`config.mk`:
```
export PLATFORM = sky130hd
export DESIGN_NAME = fft_frame_counter_flat
export DESIGN_NICKNAME = d
export VERILOG_FILES = /design/src/rtl/fft_frame_counter_pkg.sv /design/src/rtl/fft_frame_counter_if.sv /design/src/rtl/fft_frame_counter_bit_reverse.sv /design/src/rtl/fft_frame_counter.sv /design/src/flat_wrapper.sv
export SDC_FILE = /design/constraint.sdc
export NUM_CORES = 1
export LEC_CHECK = 0
export ABC_AREA = 1
export ABC_CLOCK_PERIOD_IN_PS = 1300
export CORE_MARGIN = 2
export CORE_UTILIZATION = 44
export DETAILED_ROUTE_END_ITERATION = 12
export PLACE_DENSITY = 0.87
export RECOVER_POWER = 100
export SYNTH_ARGS = -nofsm -noshare
export SYNTH_HDL_FRONTEND = slang
export SYNTH_HIERARCHICAL = 1
export SYNTH_SLANG_ARGS = --single-unit
```
`constraint.sdc`:
```
create_clock -name clk -period 1.3 [get_ports clk]
set_input_delay 0.195 -clock clk [delete_from_list [all_inputs] [get_ports clk]]
set_output_delay 0.195 -clock clk [all_outputs]
set_load 0.05 [all_outputs]
```
`src/rtl/fft_frame_counter_pkg.sv`:
```
// Shared definitions for the FFT frame/beat counter: FSM state encoding
// and the mode constants sampled at start.
package fft_cnt_pkg;

  typedef enum logic {
    ST_IDLE = 1'b0,
    ST_RUN  = 1'b1
  } state_t;

  localparam logic MODE_ONESHOT = 1'b0;
  localparam logic MODE_CONT    = 1'b1;

endpackage

```
`src/rtl/fft_frame_counter_if.sv`:
```
// Control/status bundle of the FFT frame counter. The master side (address
// generator, stage controller) drives the requests and watches the count.
interface fft_frame_counter_if #(
  parameter int CNT_WIDTH   = 8,
  parameter int FRAME_WIDTH = 4
);

  logic [CNT_WIDTH-1:0]   thresh;
  logic                   mode;
  logic                   start;
  logic                   abort;
  logic                   valid;
  logic [CNT_WIDTH-1:0]   cnt;
  logic                   busy;
  logic                   not_zero;
  logic                   full;
  logic [FRAME_WIDTH-1:0] frame_cnt;
  logic [CNT_WIDTH-1:0]   cnt_rev;

  modport master (
    output thresh, mode, start, abort, valid,
    input  cnt, busy, not_zero, full, frame_cnt, cnt_rev
  );

  modport slave (
    input  thresh, mode, start, abort, valid,
    output cnt, busy, not_zero, full, frame_cnt, cnt_rev
  );

endinterface

```
`src/rtl/fft_frame_counter_bit_reverse.sv`:
```
// Combinational bit reversal: out[i] = in[WIDTH-1-i]. Produces the
// bit-reversed sample address used by the FFT input buffer.
module bit_reverse #(
  parameter int WIDTH = 8
) (
  input  logic [WIDTH-1:0] in,
  output logic [WIDTH-1:0] out
);

  // Mirror the bit order of the input word.
  always_comb begin
    out = '0;
    for (int i = 0; i < WIDTH; i++) begin
      out[i] = in[WIDTH-1-i];
    end
  end

endmodule

```
`src/rtl/fft_frame_counter.sv`:
```
// Frame/beat counter for the 256-point FFT datapath. Counts accepted valid
// beats up to a threshold latched at start, pulses full after the last beat
// of each frame and counts completed frames. One-shot or continuous mode,
// with a synchronous abort that overrides everything.
// Optional feature: define FFT_CNT_BITREV_EN to drive cnt_rev with the
// bit-reversed count; otherwise cnt_rev is tied to zero.
module fft_frame_counter
  import fft_cnt_pkg::*;
#(
  parameter int CNT_WIDTH   = 8,
  parameter int FRAME_WIDTH = 4
) (
  input  logic               clk,
  input  logic               rst_n,
  fft_frame_counter_if.slave bus
);

  state_t                 state_q, state_d;
  logic [CNT_WIDTH-1:0]   cnt_q, cnt_d;
  logic [CNT_WIDTH-1:0]   thresh_q, thresh_d;
  logic                   mode_q, mode_d;
  logic                   full_q, full_d;
  logic [FRAME_WIDTH-1:0] frame_q, frame_d;
  logic                   not_zero_q;
  logic [CNT_WIDTH-1:0]   cnt_rev_q;

  // Next-state and datapath decode; abort wins over start and valid, and a
  // last beat coinciding with abort is dropped rather than counted.
  always_comb begin
    state_d  = state_q;
    cnt_d    = cnt_q;
    thresh_d = thresh_q;
    mode_d   = mode_q;
    full_d   = 1'b0;
    frame_d  = frame_q;
    if (bus.abort) begin
      state_d = ST_IDLE;
      cnt_d   = '0;
    end else begin
      case (state_q)
        ST_IDLE: begin
          if (bus.start) begin
            thresh_d = bus.thresh;
            mode_d   = bus.mode;
            cnt_d    = '0;
            state_d  = ST_RUN;
          end
        end
        ST_RUN: begin
          if (bus.valid) begin
            if (cnt_q == thresh_q) begin
              cnt_d   = '0;
              full_d  = 1'b1;
              frame_d = frame_q + 1'b1;
              if (mode_q == MODE_ONESHOT) begin
                state_d = ST_IDLE;
              end
            end else begin
              cnt_d = cnt_q + 1'b1;
            end
          end
        end
        default: state_d = ST_IDLE;
      endcase
    end
  end

  // State and count registers; not_zero is derived from the next count so
  // it stays aligned with cnt.
  always_ff @(posedge clk or negedge rst_n) begin
    if (!rst_n) begin
      state_q    <= ST_IDLE;
      cnt_q      <= '0;
      thresh_q   <= '0;
      mode_q     <= MODE_ONESHOT;
      full_q     <= 1'b0;
      frame_q    <= '0;
      not_zero_q <= 1'b0;
    end else begin
      state_q    <= state_d;
      cnt_q      <= cnt_d;
      thresh_q   <= thresh_d;
      mode_q     <= mode_d;
      full_q     <= full_d;
      frame_q    <= frame_d;
      not_zero_q <= (cnt_d != '0);
    end
  end

`ifdef FFT_CNT_BITREV_EN
  logic [CNT_WIDTH-1:0] cnt_rev_d;

  bit_reverse #(.WIDTH(CNT_WIDTH)) u_bit_reverse (
    .in  (cnt_d),
    .out (cnt_rev_d)
  );

  // Bit-reversed address registered on the same edge as cnt.
  always_ff @(posedge clk or negedge rst_n) begin
    if (!rst_n) begin
      cnt_rev_q <= '0;
    end else begin
      cnt_rev_q <= cnt_rev_d;
    end
  end
`else
  assign cnt_rev_q = '0;
`endif

  assign bus.cnt       = cnt_q;
  assign bus.busy      = (state_q == ST_RUN);
  assign bus.not_zero  = not_zero_q;
  assign bus.full      = full_q;
  assign bus.frame_cnt = frame_q;
  assign bus.cnt_rev   = cnt_rev_q;

endmodule

```
`src/flat_wrapper.sv`:
```
// flat-port wrapper written by rule: the top's interface ports become plain ports
module fft_frame_counter_flat import fft_cnt_pkg::*;
#(
  parameter int CNT_WIDTH   = 8,
  parameter int FRAME_WIDTH = 4
)
  (clk, rst_n, bus_thresh, bus_mode, bus_start, bus_abort, bus_valid, bus_cnt, bus_busy, bus_not_zero, bus_full, bus_frame_cnt, bus_cnt_rev);
  fft_frame_counter_if #(.CNT_WIDTH(CNT_WIDTH), .FRAME_WIDTH(FRAME_WIDTH)) bus_i ();
  input  logic clk;
  input  logic rst_n;
  input wire logic [$bits(bus_i.thresh)-1:0] bus_thresh;
  input wire logic [$bits(bus_i.mode)-1:0] bus_mode;
  input wire logic [$bits(bus_i.start)-1:0] bus_start;
  input wire logic [$bits(bus_i.abort)-1:0] bus_abort;
  input wire logic [$bits(bus_i.valid)-1:0] bus_valid;
  output wire logic [$bits(bus_i.cnt)-1:0] bus_cnt;
  output wire logic [$bits(bus_i.busy)-1:0] bus_busy;
  output wire logic [$bits(bus_i.not_zero)-1:0] bus_not_zero;
  output wire logic [$bits(bus_i.full)-1:0] bus_full;
  output wire logic [$bits(bus_i.frame_cnt)-1:0] bus_frame_cnt;
  output wire logic [$bits(bus_i.cnt_rev)-1:0] bus_cnt_rev;
  assign bus_i.thresh = bus_thresh;
  assign bus_i.mode = bus_mode;
  assign bus_i.start = bus_start;
  assign bus_i.abort = bus_abort;
  assign bus_i.valid = bus_valid;
  assign bus_cnt = bus_i.cnt;
  assign bus_busy = bus_i.busy;
  assign bus_not_zero = bus_i.not_zero;
  assign bus_full = bus_i.full;
  assign bus_frame_cnt = bus_i.frame_cnt;
  assign bus_cnt_rev = bus_i.cnt_rev;
  fft_frame_counter #(.CNT_WIDTH(CNT_WIDTH), .FRAME_WIDTH(FRAME_WIDTH)) u_core (.clk(clk), .rst_n(rst_n), .bus(bus_i));
endmodule
```
==> results of run 1 <==
-- registers in the layout, indices dropped and copies added (netlist names) --
name and cells:
u_core/bus.busy 1, u_core/bus.cnt 8, u_core/bus.frame_cnt 4, u_core/bus.full 1, u_core/bus.not_zero 1, u_core/mode_q 1, u_core/thresh_q 8
-- layout by cell type (no fill, tap or decap), drive strengths merged, types with 2 or more instances in the layout --
cell,n
o21ai,11
nand3,13
conb,8
mux2,4
clkdlybuf4s50,12
nor2,25
ha,2
a21oi,8
nand2,49
inv,30
dfrtp,24
xor2,2
nor3,2
clkbuf,9
xnor2,4
buf,58
-- cells in the mapped netlist (all sizes together) --
cell	number	area (um2)
xnor2	4	35.0
o21ai	11	58.8
nand4	1	21.3
mux2	4	45.0
conb	1	3.75
nor2	25	121
ha	2	25.0
nand2	49	196
nor3	2	10.0
a21oi	8	40.0
xor2	2	17.5
nand3	13	75.1
a22oi	1	7.51
inv	30	113
buf	10	76.3
dfrtp	24	601
-- logic make-up (layout without fill, tap and decap cells) --
group | Yosys count | after routing | synth area share (%)
AOI/OAI and AO/OA | 20 | 20 | 7.35
xor gates and xnor gates | 6 | 6 | 3.63
adders and majority gates | 2 | 2 | 1.73
buffers and inverters | 40 | 110 | 13.1
DFF | 24 | 24 | 41.5
muxes | 4 | 4 | 3.11
other | 1 | 8 | 0.259
and+or+nand+nor | 90 | 90 | 29.3
-- area by class of cell --
type,count,area share (%)
well taps,44,2.43
clock buffers,4,1.60
repair buffers,76,30.0
inverters,30,4.97
multi-input cells,130,34.0
flip-flops and latches,24,27.0
-- power groups by stage --
stage | Clock (mW) | Sequential, mW | Combinational, mW
6_report | 0.385 | 0.863 | 0.529
3_5_place_dp | 0 | 0.869 | 0.507
3_3_place_gp | 0 | 0.864 | 0.492
2_1_floorplan | 0 | 0.898 | 0.253
5_1_grt | 0.426 | 0.870 | 0.572
4_1_cts | 0.402 | 0.864 | 0.534
-- per-stage QoR --
stage / util [%] / TNS, ns
floorplan: - / -0.741
global placement: 72.6 / -3.90
detailed placement: 72.6 / -5.29
CTS: 76.2 / -2.00
global route: 73.6 / -4.42
finish: 73.6 / -2.91
-- worst reg2reg max path, stage by stage, from the launching register on --
cell	delay, ns
sky130_fd_sc_hd__dfrtp_2	0.46
sky130_fd_sc_hd__xnor2_2	0.19
sky130_fd_sc_hd__nand2_2	0.11
sky130_fd_sc_hd__nor2_4	0.17
sky130_fd_sc_hd__nand4_4	0.22
sky130_fd_sc_hd__o21ai_1	0.13
sky130_fd_sc_hd__nand2_1	0.08
sky130_fd_sc_hd__nor2_1	0.13
sky130_fd_sc_hd__nand2_1	0.06
-- final timing paths --
kind	to	start	slack, ns
min in group clk	u_core/thresh_q[4]	bus_thresh[4]	0.46
setup reg to reg	u_core/bus.not_zero	u_core/bus.cnt[3]	-0.34
hold / removal	u_core/thresh_q[4]	rst_n	0.41
setup / recovery	u_core/bus.not_zero	u_core/bus.cnt[3]	-0.34
max in group asynchronous	u_core/bus.busy	rst_n	0.46
hold reg to reg	u_core/bus.frame_cnt[3]	u_core/bus.frame_cnt[3]	0.48
-- routing by layer --
metal / part of all wire, % / GRT usage (%) / wire length, um / vias to the layer above
met1: 37 / 29.9 / 1530 / 704
met4: 4.3 / 9.73 / 178 / 0
met2: 51 / 39.2 / 2100 / 86
li1: - / - / - / 718
met3: 7.6 / 2.31 / 314 / 25
met5: 0 / 0 / 0 / -
-- repair_timing --
action / 4_1_cts / 5_1_grt
setup endpoints to repair: 14 / 19
buffers inserted: 4 / 4
resized for setup: 11 / 13
pin swaps: 8 / 12
gates cloned: 0 / 0
==> impl.org, run 1 <==
** Status
- The run finished, with violations left.
- Violations in the final reports :: setup timing

** Cells and area
- Ratio of cells with drive above 1 in the final layout :: 44.7%
- Post-route cell area :: 0.00226 mm2
- Number of fill cells in the layout :: 222
- Sequential cell area in the final layout :: 612 um2
- The area growth from synthesis to layout is 56.6%.
- 0 antenna diodes ended up in the layout.
- Layout net count :: 281
- The multi-input combinational cells in the finished layout cover a total of 769 um2.
- The count of cells in the finished layout, fillers not included, comes to 308.

** Yosys
- Synthesized area per cell :: 7.73 um2
- Synthesis produced 187 cells.
- Sequential cells were found to cover 41.5% of the synthesized design area.
- Summed instance area of the synthesized netlist :: 0.00145 mm2
- Count of synthesis-stage warnings from yosys :: 6
- Count of state elements after synthesis :: 24
- Synth cell types :: 25

** Clock network
- Number of buffers created by CTS :: 3
- Maximum number of buffers from clock root to sink :: 2
- TritonCTS built the clock tree.
- CTS HTree Levels :: 1
- CTS placed an instance of sky130_fd_sc_hd__clkbuf_4 at the clock tree root.
- Clock Sink Count :: 24
- Clock-pin slew reported for the worst setup and hold paths after clock tree synthesis :: 0.13 ns
- The number of hold buffers added after CTS was 0.
- Source-to-sink clock delay at the later pin of the worst-skew pair :: 0.31 ns

** Setup path
- Data arrives at the worst endpoint at 1.85 ns.
- STA classifies the critical path endpoint as a register.
- Among all stages on the critical path, the largest delay is contributed by sky130_fd_sc_hd__dfrtp_2.
- For the worst setup path, the data required time is 1.51 ns.
- Depth of the worst register-to-register path :: 8
- On the worst path, the slowest cell contributes a delay of 0.46 ns.
- Crit path cell chain :: xnor2_2, nand2_2, nor2_4, nand4_4, o21ai_1, nand2_1, nor2_1, nand2_1
- Broken down by cell family, the worst path's largest delay share belongs to simple AND/OR/NAND/NOR gates.
- Sum of buffers and inverters on the critical path :: 0
- By startpoint and endpoint, the worst setup path is classified as register to register.
- In this run the number of cells on the critical path is 8.
- Crit path launch type :: register
- Among the stages of the critical path, the cell type that occurs most often is sky130_fd_sc_hd__nand2_1.
- Maximum fanout along the worst path :: 7

** Pwr
- The share of total power dissipated in sequential elements is 48.6%.
- Switch Pwr :: 0.560 mW
- Switching power share of the total :: 31.5%
- IR analysis of the VDD net gives a maximum drop of 0.000532 V.
- Power spread over the standard cell area amounts to 785 mW/mm2.
- Summing internal, switching and leakage power gives 1.78 mW.
- Leakage power figure :: 1.17 nW
- P_int :: 1.22 mW
- Power share of the clock group :: 21.7%
- Per report_power, the combinational group accounts for 29.8% of the total.

** STA
- The number of pins exceeding their max-slew limit in the final report was 0.
- Based on the critical path, the design can be clocked at up to 611 MHz.
- Across the routed clock network, the largest skew measured is 0.00220 ns.
- For the finished layout, the period the worst path requires is 1.64 ns.
- Final hold violation count :: 0
- Worst hold slack after final layout :: 0.410 ns
- Unrepaired setup endpoints after global routing :: yes
- Headroom to the max-slew limit :: 59.8%
- Worst setup margin :: -0.337 ns
- Fraction of the cycle the final worst path needs :: 126%
- At the pin with the least slew margin, the transition time is 0.603 ns.
- Count of endpoints failing setup in the final report :: 17

** GRT
- Maximum number of pins on one net before global-route repair :: 25
- GRT Overall Usage :: 23.0%
- The first global-routing pass estimated 6350 um of wire.
- The initial antenna violation count is 0.
- Sum of overflow across all layers after global routing :: 0
- Vias in the first global route :: 1417

** Detailed routing
- In the final routed layout, each cell accounts on average for 13.4 um.
- The routed layout has 1533 vias.
- For this block, the routed nets add up to 4120 um of wire.
- Post-route DRC violation count :: 0
- The count of nets left with antenna violations once routing finished came out at 0.
- Starting DRT DRC Count :: 81
- Via density per instance :: 4.98
- The first detailed-routing pass took 4 iterations.

** Placement
- Cells after DPL :: 297
- Timing analysis after detailed placement gives a worst setup slack of -0.455 ns.
- Placed standard-cell area :: 0.00223 mm2
- Buffers placed on the I/O ports in this run total 28.
- DP Wirelength :: 2900 um
- GPL Wtd Cong :: 0.963

** Floorplanning
- Total number of placement rows :: 20
- In this run the count of I/O pins placed on the die edge is 37.
- The core region is 0.00308 mm2.
- The floorplan step defined a die boundary enclosing 0.00376 mm2.
- The die is 61.3 um tall.
- Initial core utilization :: 47.0%
- The floorplan step set the die width to 61.3 um.

** Hold path
- Worst hold path type :: input pin to asynchronous set/reset pin

** Flow run
- Max-Cap Viols :: 0
Note: power is estimated with default switching activity, not from simulation.
==> run 2: changes to the inputs <==
- CORE_UTILIZATION: 44 -> 40
- PLACE_DENSITY: 0.87 -> 0.81
==> impl.org, run 2 (synthesis gave the netlist of run 1 again) <==
** Cells and area
- Number of antenna cells inserted :: 0 (unchanged)
- The layout cell share with drive strength beyond 1 was 43.9% (-0.78 points).
- The library cells used most frequently in the layout, excluding fill and tap cells, are 38 x sky130_fd_sc_hd__nand2_1, 29 x sky130_fd_sc_hd__buf_4, 22 x sky130_fd_sc_hd__inv_1.
- The footprint of the flip-flops and latches is 612 um2 (unchanged).
- The final-layout fill cell count was 307 (+38%).
- Growth of design area from synthesis to finish :: 53.2%
- The area of the multi-input gates came to 767 um2 (-0.33%).
- Post-route cell area :: 0.00222 mm2 (-2.2%)
- Core utilization of the finished layout :: 64.9% (-8.7 points)
- Most common library cell in the layout ignoring fill and taps :: sky130_fd_sc_hd__nand2_1
- The total number of nets in the final design came to 272 (-3.2%).

** Detailed routing
- Total detailed-routing wirelength :: 3680 um (-11%)
- First-pass iteration count of the detailed router :: 4 (unchanged)
- Via density per instance :: 4.62 (-7.1%)
- Starting DRT DRC Count :: 45 (-44%)
- The detailed-route via count is 1392 (-9.2%).
- The residual DRC count was 0 (unchanged).
- Number of routed nets with antenna violations :: 0 (unchanged)
- The wire length per cell after detailed routing came to 12.2 um (-8.8%).

** Placement
- The half-perimeter wire length after detailed placement was 2840 um (-2.2%).
- The final weighted congestion in routability-driven placement is 0.951 (-1.2%).
- Placed standard-cell area :: 0.00219 mm2 (-1.9%)
- The count of buffers inserted at the top-level ports is 28 (unchanged).

** STA
- Count of endpoints failing setup in the final report :: 14 (-3)
- Setup repair after global routing could not meet its margin everywhere.
- Timing-limited maximum frequency :: 644 MHz (+5.4%)
- Worst setup margin :: -0.254 ns (+0.0836 ns)
- Slew at the pin with the worst max-slew slack :: 0.624 ns (+0.0211 ns)
- Tmin final :: 1.55 ns (-0.0836 ns)
- The final hold violation count is 0 (unchanged).
- The number of pins exceeding their max-slew limit in the final report is 0 (unchanged).
- The remaining max-slew budget at the tightest pin came to 58.4% (-1.4 points).
- The worst clock skew on the final layout came to 0.0113 ns (+0.00910 ns).
- Fraction of the cycle the final worst path needs :: 120% (-6.4 points)

** Clock network
- Maximum number of buffers from clock root to sink :: 2 (unchanged)
- CTS tree :: yes
- The clock latency reported for the late side of the worst-skew pair was 0.33 ns (+0.02 ns).
- Clock Root Buffer :: sky130_fd_sc_hd__clkbuf_4
- The sink count of the clock tree came to 24 (unchanged).
- Clock-pin slew reported for the worst setup and hold paths after clock tree synthesis :: 0.13 ns (about the same)
- The number of buffers created by CTS came to 3 (unchanged).
- CTS HTree Levels :: 1 (unchanged)

** GRT
- The number of global-route vias before repair came to 1378 (-2.8%).
- Routing usage on met1 :: 22.1% (-7.8 points)
- The met3 usage was 4.75% (+2.4 points).
- Global-route met2 utilization :: 34.4% (-4.8 points)
- The pin count of the biggest net entering global routing is 25 (unchanged).
- Sum of overflow across all layers after global routing :: 0 (unchanged)
- The total global routing track utilization came to 18.7% (-4.3 points).
- The initial antenna violation count was 0 (unchanged).
- In this run the most used layer during global routing was met2.
- Wire length of the first global-routing pass :: 6020 um (-5.3%)

** Pwr
- Leakage power figure :: 1.14 nW (-2.9%)
- The worst vdd rail ir drop was 0.000512 V (-3.7%).
- The ratio of total power to cell area was 799 mW/mm2 (+1.9%).
- Power consumption :: 1.77 mW (-0.33%)

** Setup path
- The total buffers and inverters traversed by the critical path was 1 (+1).
- Crit path cell chain :: inv_2, nand2_1, nand2_2, nand2_4, nor2_4, nand4_4, nand2_1, nand2_1, nor2_1, nand2_1
- Crit path launch type :: register
- Register-to-register setup slack :: -0.25 ns (+0.08 ns)
- Largest incremental delay on the critical path :: 0.46 ns (about the same)
- The endpoint required time on the critical path was 1.54 ns (+0.03 ns).
- In this run the critical register-to-register path is launched from u_core/bus.cnt[7].
- Most common cell on crit path :: sky130_fd_sc_hd__nand2_1
- The data arrival time at the worst-slack endpoint is 1.79 ns (-0.06 ns).
- Critical Setup Path Class :: register to register
- Depth of the worst register-to-register path :: 10 (+2)
- Maximum fanout along the worst path :: 6 (-1)
- Slowest cell on the critical path :: sky130_fd_sc_hd__dfrtp_2
- STA classifies the critical path endpoint as a register.
- In this run the critical register-to-register path is captured at u_core/bus.not_zero.
- Family with the most delay on the worst path :: simple AND/OR/NAND/NOR gates

** Status
- Status :: finished, violations left
- The checks that failed: setup timing.

** Hold path
- Worst hold path type :: input pin to asynchronous set/reset pin

** Floorplanning
- The floorplan row count was 21 (+5.0%).
- The area of the core was 0.00342 mm2 (+11%).
- Die Span Y :: 64.1 um (+4.6%)
- Initial core utilization :: 42.3% (-4.6 points)
- The die footprint is 0.00411 mm2 (+9.3%).
- The number of top-level design ports is 37 (unchanged).
- The floorplan die width was 64.1 um (+4.6%).

** Flow run
- The number of max-cap violations is 0 (unchanged).
==> run 2: cell count changes in the layout (fill, tap and decap cells not counted), moves of 2 or more <==
cell                      change
sky130_fd_sc_hd__nor3_2       +2
sky130_fd_sc_hd__nor3_1       -2
sky130_fd_sc_hd__nand3_2      +2
sky130_fd_sc_hd__buf_4       -10
sky130_fd_sc_hd__nor2_2       +3
sky130_fd_sc_hd__buf_6        +3
sky130_fd_sc_hd__nor2_4       -2
==> run 2: layout make-up <==
cell class	instances	area share, %
tap	46	2.60
sequential	24	27.6
multi-input combinational	130	34.6
inverter	30	5.08
timing repair buffer	67	28.5
clock buffer	4	1.64
==> run 2: per-stage QoR <==
step	worst slack [ns]	hold slack, ns	cells	setup TNS [ns]
detailed placement	-0.557	0.502	293	-6.68
finish	-0.254	0.389	301	-1.84
global placement	-0.478	0.475	293	-5.85
CTS	-0.221	0.221	299	-1.43
floorplan	-0.185	-0.101	194	-0.741
global route	-0.337	0.420	301	-3.24
==> run 2: worst max-delay path by stage <==
stage / from / endpoint / slack, ns / cells past startpoint
CTS: u_core/bus.cnt[3] / u_core/bus.not_zero / -0.22 / 8
floorplan: u_core/bus.cnt[0] / u_core/bus.not_zero / -0.18 / 10
finish: u_core/bus.cnt[7] / u_core/bus.not_zero / -0.25 / 10
detailed placement: bus_valid / u_core/bus.not_zero / -0.56 / 10
global route: u_core/bus.cnt[7] / u_core/bus.not_zero / -0.34 / 10
global placement: bus_valid / u_core/bus.not_zero / -0.48 / 10
==> run 2: metal layers <==
metal | routed length, um | part of all wire, %
met5 | 0 | 0
met4 | 53 | 1.4
met3 | 168 | 4.6
met2 | 1950 | 53
met1 | 1500 | 41
==> run 2: repair_timing <==
action | 4_1_cts | 5_1_grt
hold buffers | 0 | 0
setup endpoints to repair | 11 | 24
resized for setup | 7 | 21
pin swaps | 5 | 5
setup buffers | 2 | 3
==> run 2: power by group <==
part	leakage, nW	total [mW]	switching [mW]	internal [mW]
Sequential	0.293	0.855	0.0475	0.807
Clock	0.0210	0.402	0.231	0.172
Combinational	0.823	0.514	0.285	0.229
